`src/rtl/hdmi_filter_pkg.sv`:
```
// Shared encodings and defaults for the HDMI filter mode controller.
// The mode and state enums are used by the controller RTL.
package hdmi_filter_pkg;

   typedef enum logic [1:0] {
      MODE_BYPASS  = 2'd0,
      MODE_G3      = 2'd1,
      MODE_G5      = 2'd2,
      MODE_ILLEGAL = 2'd3
   } mode_e;

   typedef enum logic [1:0] {
      ST_RUN    = 2'd0,
      ST_PEND   = 2'd1,
      ST_CLEAR  = 2'd2,
      ST_WARMUP = 2'd3
   } state_e;

   localparam int WARMUP_G3_DEF = 2;
   localparam int WARMUP_G5_DEF = 4;
   localparam int LINE_CNT_W    = 8;

   // Auto-cycle order: bypass -> 3x3 -> 5x5 -> bypass.
   function automatic mode_e next_mode(input mode_e m);
      case (m)
         MODE_BYPASS: return MODE_G3;
         MODE_G3:     return MODE_G5;
         default:     return MODE_BYPASS;
      endcase
   endfunction

endpackage

```
`src/rtl/sync_edge_det.sv`:
```
// Registers a timing strobe once and reports its rising and falling edges
// relative to the registered copy.
module sync_edge_det (
   input  logic pix_clk,
   input  logic rst,
   input  logic sig,
   output logic rise,
   output logic fall
);

   logic sig_d;

   // NOTE: sequential state uses non-blocking assignments so every flop
   // samples pre-edge values regardless of process evaluation order.
   always_ff @(posedge pix_clk) begin
      if (rst) sig_d <= 1'b0;
      else     sig_d <= sig;
   end

   assign rise = sig & ~sig_d;
   assign fall = ~sig & sig_d;

endmodule

```
`src/rtl/hdmi_filter_mode_ctrl.sv`:
```
// Frame-synchronous filter mode controller: commits mode requests on vsync
// rising edges, then clears the line buffers and blanks output during warm-up.
module hdmi_filter_mode_ctrl
   import hdmi_filter_pkg::*;
#(
   parameter int          WARMUP_G3  = WARMUP_G3_DEF,
   parameter int          WARMUP_G5  = WARMUP_G5_DEF,
   parameter logic [15:0] FRAME_HOLD = 16'd120
) (
   input  logic       pix_clk,
   input  logic       rst,
   input  logic       vs_in,
   input  logic       de_in,
   input  logic       req_valid,
   input  logic [1:0] req_mode,
   output logic       req_ready,
   input  logic       auto_en,
   output logic [1:0] mode_out,
   output logic       filter_en,
   output logic       lb_clr,
   output logic       out_blank,
   output logic       req_err,
   output logic       busy
);

   localparam logic [15:0]           FRAME_LAST = FRAME_HOLD - 16'd1;
   localparam logic [LINE_CNT_W-1:0] LINES_G3   = LINE_CNT_W'(WARMUP_G3);
   localparam logic [LINE_CNT_W-1:0] LINES_G5   = LINE_CNT_W'(WARMUP_G5);
   localparam logic [LINE_CNT_W-1:0] LINE_ONE   = LINE_CNT_W'(1);

   state_e                  state, state_nxt;
   mode_e                   mode_q, pend_mode;
   logic [15:0]             frame_cnt;
   logic [LINE_CNT_W-1:0]   line_cnt;
   logic                    vs_rise, vs_fall, de_rise, line_end;
   logic                    accept, auto_hit, frame_wrap;
   logic                    unused_edges;

   sync_edge_det u_vs_edge (
      .pix_clk (pix_clk),
      .rst     (rst),
      .sig     (vs_in),
      .rise    (vs_rise),
      .fall    (vs_fall)
   );

   sync_edge_det u_de_edge (
      .pix_clk (pix_clk),
      .rst     (rst),
      .sig     (de_in),
      .rise    (de_rise),
      .fall    (line_end)
   );

   assign unused_edges = vs_fall | de_rise;

   assign accept     = (state == ST_RUN) && req_valid;
   assign frame_wrap = (frame_cnt == FRAME_LAST);
   // A manual request in the same cycle wins; the auto event is simply dropped.
   assign auto_hit   = (state == ST_RUN) && auto_en && vs_rise && frame_wrap;

   always_ff @(posedge pix_clk) begin
      if (rst) state <= ST_RUN;
      else     state <= state_nxt;
   end

   // NOTE: every combinational output gets a default before the case so no
   // path leaves it unassigned, which would infer a latch.
   always_comb begin
      state_nxt = state;
      case (state)
         ST_RUN:    if (accept || auto_hit) state_nxt = ST_PEND;
         ST_PEND:   if (vs_rise) state_nxt = ST_CLEAR;
         ST_CLEAR:  state_nxt = (pend_mode == MODE_BYPASS) ? ST_RUN : ST_WARMUP;
         ST_WARMUP: if (line_end && (line_cnt == LINE_ONE)) state_nxt = ST_RUN;
         default:   state_nxt = ST_RUN;
      endcase
   end

   always_comb begin
      req_ready = (state == ST_RUN);
      lb_clr    = (state == ST_CLEAR);
      out_blank = (state == ST_CLEAR) || (state == ST_WARMUP);
      busy      = (state != ST_RUN);
   end

   always_ff @(posedge pix_clk) begin
      if (rst) begin
         pend_mode <= MODE_BYPASS;
         mode_q    <= MODE_BYPASS;
         filter_en <= 1'b0;
         req_err   <= 1'b0;
         frame_cnt <= '0;
         line_cnt  <= '0;
      end else begin
         req_err <= accept && (req_mode == MODE_ILLEGAL);

         if (accept)
            pend_mode <= (req_mode == MODE_ILLEGAL) ? MODE_BYPASS : mode_e'(req_mode);
         else if (auto_hit)
            pend_mode <= next_mode(mode_q);

         // Mode and enable change together on the cycle CLEAR begins.
         if ((state == ST_PEND) && vs_rise) begin
            mode_q    <= pend_mode;
            filter_en <= (pend_mode != MODE_BYPASS);
         end

         if (state == ST_CLEAR)
            frame_cnt <= '0;
         else if (vs_rise)
            frame_cnt <= frame_wrap ? 16'd0 : frame_cnt + 16'd1;

         if (state == ST_CLEAR) begin
            if (pend_mode == MODE_G3)      line_cnt <= LINES_G3;
            else if (pend_mode == MODE_G5) line_cnt <= LINES_G5;
         end else if ((state == ST_WARMUP) && line_end) begin
            line_cnt <= line_cnt - LINE_ONE;
         end
      end
   end

   assign mode_out = mode_q;

endmodule

```
`config.mk`:
```
export PLATFORM = sky130hd
export DESIGN_NAME = hdmi_filter_mode_ctrl
export DESIGN_NICKNAME = d
export VERILOG_FILES = /design/src/rtl/hdmi_filter_pkg.sv /design/src/rtl/sync_edge_det.sv /design/src/rtl/hdmi_filter_mode_ctrl.sv
export SDC_FILE = /design/constraint.sdc
export NUM_CORES = 1
export LEC_CHECK = 0
export ABC_AREA = 1
export CORE_MARGIN = 2
export CORE_UTILIZATION = 60
export DETAILED_ROUTE_END_ITERATION = 8
export GPL_TIMING_DRIVEN = 0
export PLACE_DENSITY = 0.82
export SLEW_MARGIN = 10
export SYNTH_ARGS = -nofsm -noshare
export SYNTH_HDL_FRONTEND = slang
export SYNTH_SLANG_ARGS = --single-unit
```
`constraint.sdc`:
```
create_clock -name pix_clk -period 2.6 [get_ports pix_clk]
set_input_delay 0.65 -clock pix_clk [delete_from_list [all_inputs] [get_ports pix_clk]]
set_output_delay 0.65 -clock pix_clk [all_outputs]
set_load 0.005 [all_outputs]
```
---- After elaboration in Yosys (flattened, before gate mapping) ----
Index checks and enable logic that the tools add are counted.
storage, ports and cells
  register bits after elaboration ......... 34
  latch bits .............................. 0
  RAM bits ................................ 0
  bits in read-only memories .............. 0
  output and inout port bits .............. 8
  logic and storage cells ................. 62
  memories kept ........................... 0
operators by class
  add/sub/neg operators ................... 2
  multiply operators ...................... 0
  div/mod/pow operators ................... 0
  order comparisons ....................... 0
  equality and inequality tests ........... 13
  shift-type cells ........................ 0
  multiplexer cells ....................... 14
  bitwise logic cells ..................... 4
  reductions and logical operators ........ 20
operators by type and width
  kind                     number
  $mux W8                  4
  $add A16 B1 Y16 const B  1
  $eq A16 B7 Y1 const B    1
  $mux W16                 1
  $mux W2                  7
  $eq A2 B2 Y1 const B     4
  $eq A8 B1 Y1 const B     1
  $logic_and A1 B1 Y1      8
  $pmux W2 S4              1
  $reduce_bool A2 Y1       4
  $sub A8 B1 Y8 const B    1
  $eq A2 B1 Y1 const B     3
  $logic_not A2 Y1         3
  $ne A2 B2 Y1 const B     2
  $pmux W2 S2              1
  $ne A3 B1 Y1 const B     1
  $reduce_and A3 Y1        1
  $and A1 B1 Y1            2
  $logic_or A1 B1 Y1       2
  $ne A2 B1 Y1 const B     1
  $not A1 Y1               2
  $reduce_and A2 Y1        1
  $reduce_or A2 Y1         1

---- Logic depth before layout (Yosys ltp) ----
Gate-level depths: netlist of the first run.
  depth after elaboration ................. 7
  mapped depth ............................ 10
  mapped depth without buffers ............ 9

---- By module ----
A second synthesis of the first run with hierarchy kept.
second synthesis, totals
  cell total of the unflattened synthesis .. 316
  area, all modules ....................... 2014.4 um^2
by module, submodules not included
  module                 instances  cells an instance  area an instance (um^2)
  hdmi_filter_mode_ctrl  1          304                1936.9
  sync_edge_det          2          6                  38.8

---- Worst setup path after synthesis of the first run ----
OpenSTA, ideal clock, no wires.
  path kind ............................... input -> register
  start ................................... input port vs_in
  end ..................................... register frame_cnt[10]
  setup time .............................. 0.113 ns
  arrival time ............................ 1.451 ns
  data required time ...................... 2.487 ns
  path slack .............................. 1.037 ns
  stages on the path ...................... 8
  buffers on the path ..................... 1
  path through ............................ nand2_1 buf_2 nor2_1 nand3_1 inv_1 nand2_1 nor2_1 nor2_1
on the way
  longest elaborated chain between the ends .. 1
ends and longest elaborated chain
  element                 line                          text
  start: declaration      hdmi_filter_mode_ctrl.sv:12   input logic vs_in,
  $and A1 B1 Y1           sync_edge_det.sv:20           assign rise = sig & ~sig_d;
  end signal: assignment  hdmi_filter_mode_ctrl.sv:112  frame_cnt <= frame_wrap ? 16'd0 : frame_cnt + 16'd1;
  end: declaration        hdmi_filter_mode_ctrl.sv:33   logic [15:0] frame_cnt;
Every way passes these cells.
A chain may end at the register's enable or synchronous reset.

---- Worst setup path in the final report of the first run ----
  start ................................... register state[1]
  end ..................................... output port lb_clr
on the way
  longest elaborated chain between the ends .. 1
ends and longest elaborated chain
  element                   line                         text
  start: declaration        hdmi_filter_mode_ctrl.sv:31  state_e state, state_nxt;
  start signal: assignment  hdmi_filter_mode_ctrl.sv:64  else state <= state_nxt;
  $eq A2 B2 Y1              hdmi_filter_mode_ctrl.sv:82  lb_clr = (state == ST_CLEAR);
  end: declaration          hdmi_filter_mode_ctrl.sv:20  output logic lb_clr,
Every way passes these cells.

==> results of run 1 <==
kinds of logic (layout without fill, tap and decap cells):
group	Yosys count	after routing
compound gates	33	33
xor+xnor	10	10
fa+ha+maj	3	3
buf+inv	44	66
flops	34	34
simple gates	156	156
area by class of cell:
type                            instances  area (um^2)
Fill cell                             247          860
Clock inverter                          3         45.0
Buffer                                  3         17.5
Sequential cell                        34          681
Tap cell                               44         55.1
Inverter                               41          154
Timing Repair Buffer                   14          140
Clock buffer                            5         37.5
Multi-Input combinational cell        202         1040
routing by layer:
layer / routed length (um) / vias up
li1: - / 938
met3: 184 / 9
met2: 2030 / 46
met1: 1650 / 800
met5: 0 / -
met4: 68 / 0
synthesized netlist by cell type (2+ instances only):
| master | count | area share |
|---|---|---|
| nand3_2 | 2 | 0.011 |
| nor2_1 | 51 | 0.10 |
| xor2_1 | 8 | 0.037 |
| ha_1 | 3 | 0.020 |
| a21oi_1 | 17 | 0.045 |
| nand3_1 | 22 | 0.058 |
| inv_2 | 3 | 0.0060 |
| nand2_1 | 54 | 0.11 |
| dfxtp_1 | 34 | 0.36 |
| nand4_1 | 9 | 0.030 |
| nor3_1 | 6 | 0.016 |
| o21ai_2 | 2 | 0.0093 |
| nand2_2 | 2 | 0.0066 |
| nand2_4 | 2 | 0.012 |
| o21ai_0 | 8 | 0.021 |
| xnor2_1 | 2 | 0.0093 |
| nor2_4 | 3 | 0.018 |
| inv_1 | 38 | 0.075 |
| o21ai_1 | 2 | 0.0053 |
state kept, by name (all words and copies together) (netlist names):
register	flops
pend_mode	2
req_err	1
u_de_edge.sig_d	1
filter_en	1
frame_cnt	16
line_cnt	8
state	2
u_vs_edge.sig_d	1
mode_out	2
cells in the final DEF, fill, tap and decap left out, drive strengths merged:
cell | netlist | routed
a21oi | 18 | 18
o21ai | 12 | 12
xor2 | 8 | 8
a31oi | 1 | 1
xnor2 | 2 | 2
nand3b | 1 | 1
clkdlybuf4s50 | 0 | 14
dfxtp | 34 | 34
clkbuf | 1 | 6
nor3 | 7 | 7
buf | 1 | 1
dlygate4sd1 | 1 | 1
o32ai | 1 | 1
nor4 | 2 | 2
nand3 | 24 | 24
nor2 | 54 | 54
nor2b | 1 | 1
o31ai | 1 | 1
nand4 | 9 | 9
inv | 41 | 41
nand2 | 58 | 58
bufinv | 0 | 1
ha | 3 | 3
clkinvlp | 0 | 2
per-stage QoR:
| step | area (um^2) | worst slack [ns] | total power [uW] |
|---|---|---|---|
| floorplan | 1890 | 1.04 | 908 |
| global route | 2170 | 0.00367 | 1500 |
| CTS | 2170 | 0.109 | 1420 |
| finish | 2170 | 0.121 | 1410 |
| detailed placement | 2090 | 0.330 | 1020 |
| global placement | 2090 | 0.363 | 1010 |
path summary, 6_finish.rpt:
kind | end | slack (ns) | depth (start not counted)
worst max register to register | frame_cnt[10] | 1.05 | 9
worst min-delay path | line_cnt[6] | 0.50 | 2
worst min register to register | line_cnt[6] | 0.50 | 2
worst max-delay path | lb_clr | 0.12 | 3
worst max-delay path: stages (launching register included):
cell,delay (ns)
dfxtp_1,0.52
nand2_2,0.18
inv_1,0.23
clkdlybuf4s50_1,0.54
where the power goes:
part           internal (uW)  switching [uW]
clock                    201             198
combinational            170             230
sequential               568            45.8
total                    939             473
==> flow_summary.json, run 1 <==
{
  "maxCapViolCount": 0,
  "placed_cells": 338,
  "synthesized_area_um2": 1890,
  "drive_above_1_share": 0.0861,
  "area_growth_pct": 14.7,
  "finalSetupViolCount": 0,
  "cts.clk_slew.worst_paths_ns": 0.11,
  "number_of_unique_standard_cell_types_used_by_synthesis": 31,
  "proportion_of_synthesized_area_in_mux_cells": 0,
  "global_route.peak_usage_layer": "met2",
  "yosys_register_bits": 34,
  "tritoncts": "done",
  "fin_util": 0.716,
  "grt_pass1_wl_um": 6590,
  "synth.yosys.seq_area_share": 0.360,
  "detail_route.wl_per_cell_um": 11.4,
  "cts.repair.resized": 0,
  "initial_antenna_violation_count": 0,
  "finalClockSkew_ns": 0.0123,
  "insertedDiodeCount": 0,
  "source_of_the_critical_timing_path": "state[1]",
  "total_vias_in_the_final_route": 1793,
  "placementRows": 20,
  "slew_at_the_pin_with_the_worst_max_slew_slack_ns": 0.561,
  "use_met2": 0.439,
  "met3_resource_use_gr": 0.0606,
  "remaining_drc_errors": 0,
  "die-height_um": 60.1,
  "grt_remaining_overflow": 0,
  "slew_violations": 0,
  "hpwl_um": 2940,
  "worst_slew_margin_rel": 0.626,
  "worst-endpoint-arrival_ns": 1.83,
  "dieWidth_um": 60.1,
  "syn-instance-count": 280,
  "design.final.nets": 312,
  "setup.worst_path.start_class": "flip-flop",
  "setup_total_negative_slack_ns": 0,
  "drt_first_iter_violations": 170,
  "wirelength_um": 3930,
  "synth_fa_ha_area_frac": 0.0199,
  "core_um2": 3030,
  "max_freq_ghz": 0.403,
  "post_cts_hold_buffer_count": 0,
  "layout_min_cycle_time_ns": 2.48,
  "synth-edff-count": 0,
  "grt_use_total": 0.245,
  "initial_core_util": 0.624,
  "postSynthAreaPerCell_um2": 6.75,
  "timing_hold_violations_final": 0,
  "cp.required_ns": 1.95,
  "vias_per_cell": 5.18,
  "crit_fanout": 7,
  "run_status": "complete, no violations",
  "crit_type": "reg2out",
  "synthesis.nets": 291,
  "grtUsageMet1": 0.273,
  "grt_max_degree": 13,
  "number_of_buffers_created_by_cts": 5,
  "power_per_cell_area_nw_per_um2": 651,
  "clkSinkCount": 34,
  "worstReg2RegStart": "frame_cnt[0]",
  "p_leak_uw": 0.000902,
  "setup_repair_after_global_routing_missed_its_margin": "false",
  "hold_slack_ns": 0.497,
  "worstHoldPathType": "reg2reg",
  "timing.critical_path.to_type": "primary output",
  "clk_latency_ns": 0.35,
  "final_ant_viol_nets": 0,
  "synth_area_in_xor_xnor": 0.0463,
  "worst_hold_startpoint": "line_cnt[6]",
  "first_pass_iters": 4,
  "io-pin-count": 16,
  "layoutNonFillerInstCount": 346,
  "cts_htree_levels": 2,
  "design.die.area_um2": 3620,
  "synthesis.yosys.warnings": 0,
  "compound_cell_area_share_of_the_yosys_netlist": 0.101,
  "max-vdd-ir-drop_v": 0.000486,
  "cts.root.buffer_cell": "clkbuf_4",
  "synth_top_family_by_area": "simple AND/OR/NAND/NOR gates",
  "period_share": 0.953,
  "synth_flop_cell": "dfxtp_1",
  "port-buffer-count": 14,
  "gpl.final_weighted_congestion": 0.899,
  "post-cts-setup-buffer-count": 0,
  "asyncSetResetFlopFracSynth": 0,
  "first_global_vias": 1589,
  "number_of_buffers_on_the_longest_clock_path": 2,
  "post_synth_and_or_nand_nor_area_fraction": 0.382
}
No activity file was read; power rests on OpenSTA's default activity.
==> run 2: changes to the inputs <==
RECOVER_POWER = 50   (was not set)
==> run 2 against run 1 <==
Compared with the run above:
- clock power is essentially flat
- cell count unchanged
- global-route usage did not move
- hold slack worse by 0.00092 ns
- setup slack better by 0.0081 ns
- combinational power shrank 3%
- via count increased by 0.67%
- sequential share of layout area up 0.22 points
- first-iteration DRC count is 23% lower
- die area unchanged
- critical path type unchanged
==> flow_summary.json, run 2 (synthesis results as in run 1) <==
{
  "run_status": "complete, no violations",
  "hold_slack_ns": 0.496,
  "worstHoldPathType": "reg2reg",
  "hpwl_um": 2940,
  "insertedDiodeCount": 0,
  "remaining_drc_errors": 0,
  "cts.root.buffer_cell": "clkbuf_4",
  "crit_fanout": 7,
  "wirelength_um": 3930,
  "detail_route.wl_per_cell_um": 11.4,
  "total_power_uw": 1400,
  "area_growth_pct": 13.9,
  "slew_at_the_pin_with_the_worst_max_slew_slack_ns": 0.555,
  "timing_hold_violations_final": 0,
  "final_common_cell": "nand2_1",
  "final_ant_viol_nets": 0,
  "max_freq_ghz": 0.405,
  "first_pass_iters": 4,
  "die-height_um": 60.1,
  "worst_slew_margin_rel": 0.630,
  "first_global_vias": 1589,
  "placementRows": 20,
  "finalSetupViolCount": 0,
  "post_cts_hold_buffer_count": 0,
  "cp_cell_sequence": "nand2_2 -> inv_1 -> clkdlybuf4s50_1",
  "layout_min_cycle_time_ns": 2.47,
  "grt_max_degree": 13,
  "initial_core_util": 0.624,
  "grt_remaining_overflow": 0,
  "crit_type": "reg2out",
  "total_vias_in_the_final_route": 1805,
  "worst-endpoint-arrival_ns": 1.82,
  "register_containing_the_most_flip_flops_in_the_final_layout": "frame_cnt",
  "core_um2": 3030,
  "maxCapViolCount": 0,
  "power_per_cell_area_nw_per_um2": 651,
  "tritoncts": "done",
  "slew_violations": 0,
  "setup.worst_path.start_class": "flip-flop",
  "number_of_buffers_on_the_longest_clock_path": 2,
  "largestRegisters": "frame_cnt x16, line_cnt x8",
  "finalClockSkew_ns": 0.0125,
  "drt_first_iter_violations": 131,
  "cts_htree_levels": 2,
  "gpl.final_weighted_congestion": 0.899,
  "clk_latency_ns": 0.35,
  "setup_repair_after_global_routing_missed_its_margin": "false",
  "cts.repair.resized": 0,
  "initial_antenna_violation_count": 0,
  "cts.clk_slew.worst_paths_ns": 0.11,
  "clkSinkCount": 34,
  "design.final.nets": 312,
  "p_leak_uw": 0.000903,
  "period_share": 0.950,
  "max-vdd-ir-drop_v": 0.000486,
  "number_of_buffers_created_by_cts": 5,
  "cp.required_ns": 1.95,
  "io-pin-count": 16,
  "cp_slowest_stage_delay_ns": 0.54,
  "setup_total_negative_slack_ns": 0,
  "timing.critical_path.to_type": "primary output",
  "design.die.area_um2": 3620,
  "dieWidth_um": 60.1,
  "worst_path_max_delay_cell": "clkdlybuf4s50_1",
  "post-cts-setup-buffer-count": 0,
  "vias_per_cell": 5.22,
  "port-buffer-count": 14,
  "largest_register_ff_count": 16,
  "grt_use_total": 0.245,
  "grt_pass1_wl_um": 6590,
  "drive_above_1_share": 0.0662,
  "mostFrequentLayoutCells": "55 x nand2_1, 52 x nor2_1, 40 x inv_1, 34 x dfxtp_1, 22 x nand3_1"
}
==> run 2: cell count changes in the layout (fill, tap and decap cells not counted), sizes merged <==
cell | before | now
clkdlybuf4s50 | 14 | 11
clkbuf | 6 | 7
buf | 1 | 0
dlygate4sd3 | 0 | 3
==> run 2: cell type report <==
type	count	area, um^2
flip-flops and latches	34	681
repair buffers	14	140
multi-input cells	202	1020
well taps	44	55.1
clock buffers	5	37.5
fillers	251	875
clock inverters	3	45.0
plain buffers	3	16.3
inverters	41	154
==> run 2: final timing paths <==
path	slack, ns	to	depth (start not counted)	startpoint
max reg2reg	0.90	line_cnt[3]	6	state[1]
max	0.13	lb_clr	3	state[1]
min reg2reg	0.50	line_cnt[6]	2	line_cnt[6]
min	0.50	line_cnt[6]	2	line_cnt[6]
==> run 2: worst max-delay path: cells and delay by family, from the launching register on <==
family                 cells  cell delay, ns
AND/OR/NAND/NOR            1            0.17
flip-flops                 1            0.52
buffers and inverters      2            0.77
==> run 2: through the flow <==
step            util  worst slack (ns)  area (um^2)  instances
2_1_floorplan      -              1.04         1890        280
3_3_place_gp   0.689             0.363         2090        338
3_5_place_dp   0.689             0.330         2090        338
4_1_cts        0.716             0.109         2170        346
5_1_grt        0.711            0.0194         2150        346
6_report       0.711             0.129         2150        346
==> run 2: layer usage <==
| layer | track usage | vias up | routed length (um) | part of all wire |
|---|---|---|---|---|
| met4 | 0.102 | 0 | 82 | 0.021 |
| met2 | 0.439 | 54 | 2010 | 0.51 |
| met1 | 0.273 | 803 | 1650 | 0.42 |
| met5 | 0 | - | 0 | 0 |
| li1 | - | 937 | - | - |
| met3 | 0.0606 | 11 | 189 | 0.048 |
==> run 2: where the power goes <==
part	switching, uW	total, uW	leakage [uW]	internal (uW)
Clock	199	400	0.0000374	201
Sequential	45.8	614	0.000276	568
Combinational	222	388	0.000589	165
==> run 3: changes to the inputs <==
SLEW_MARGIN = 20   (was 10)
==> results of run 3 <==
No change in the layout: final DEF, timing and power equal those of run 2.
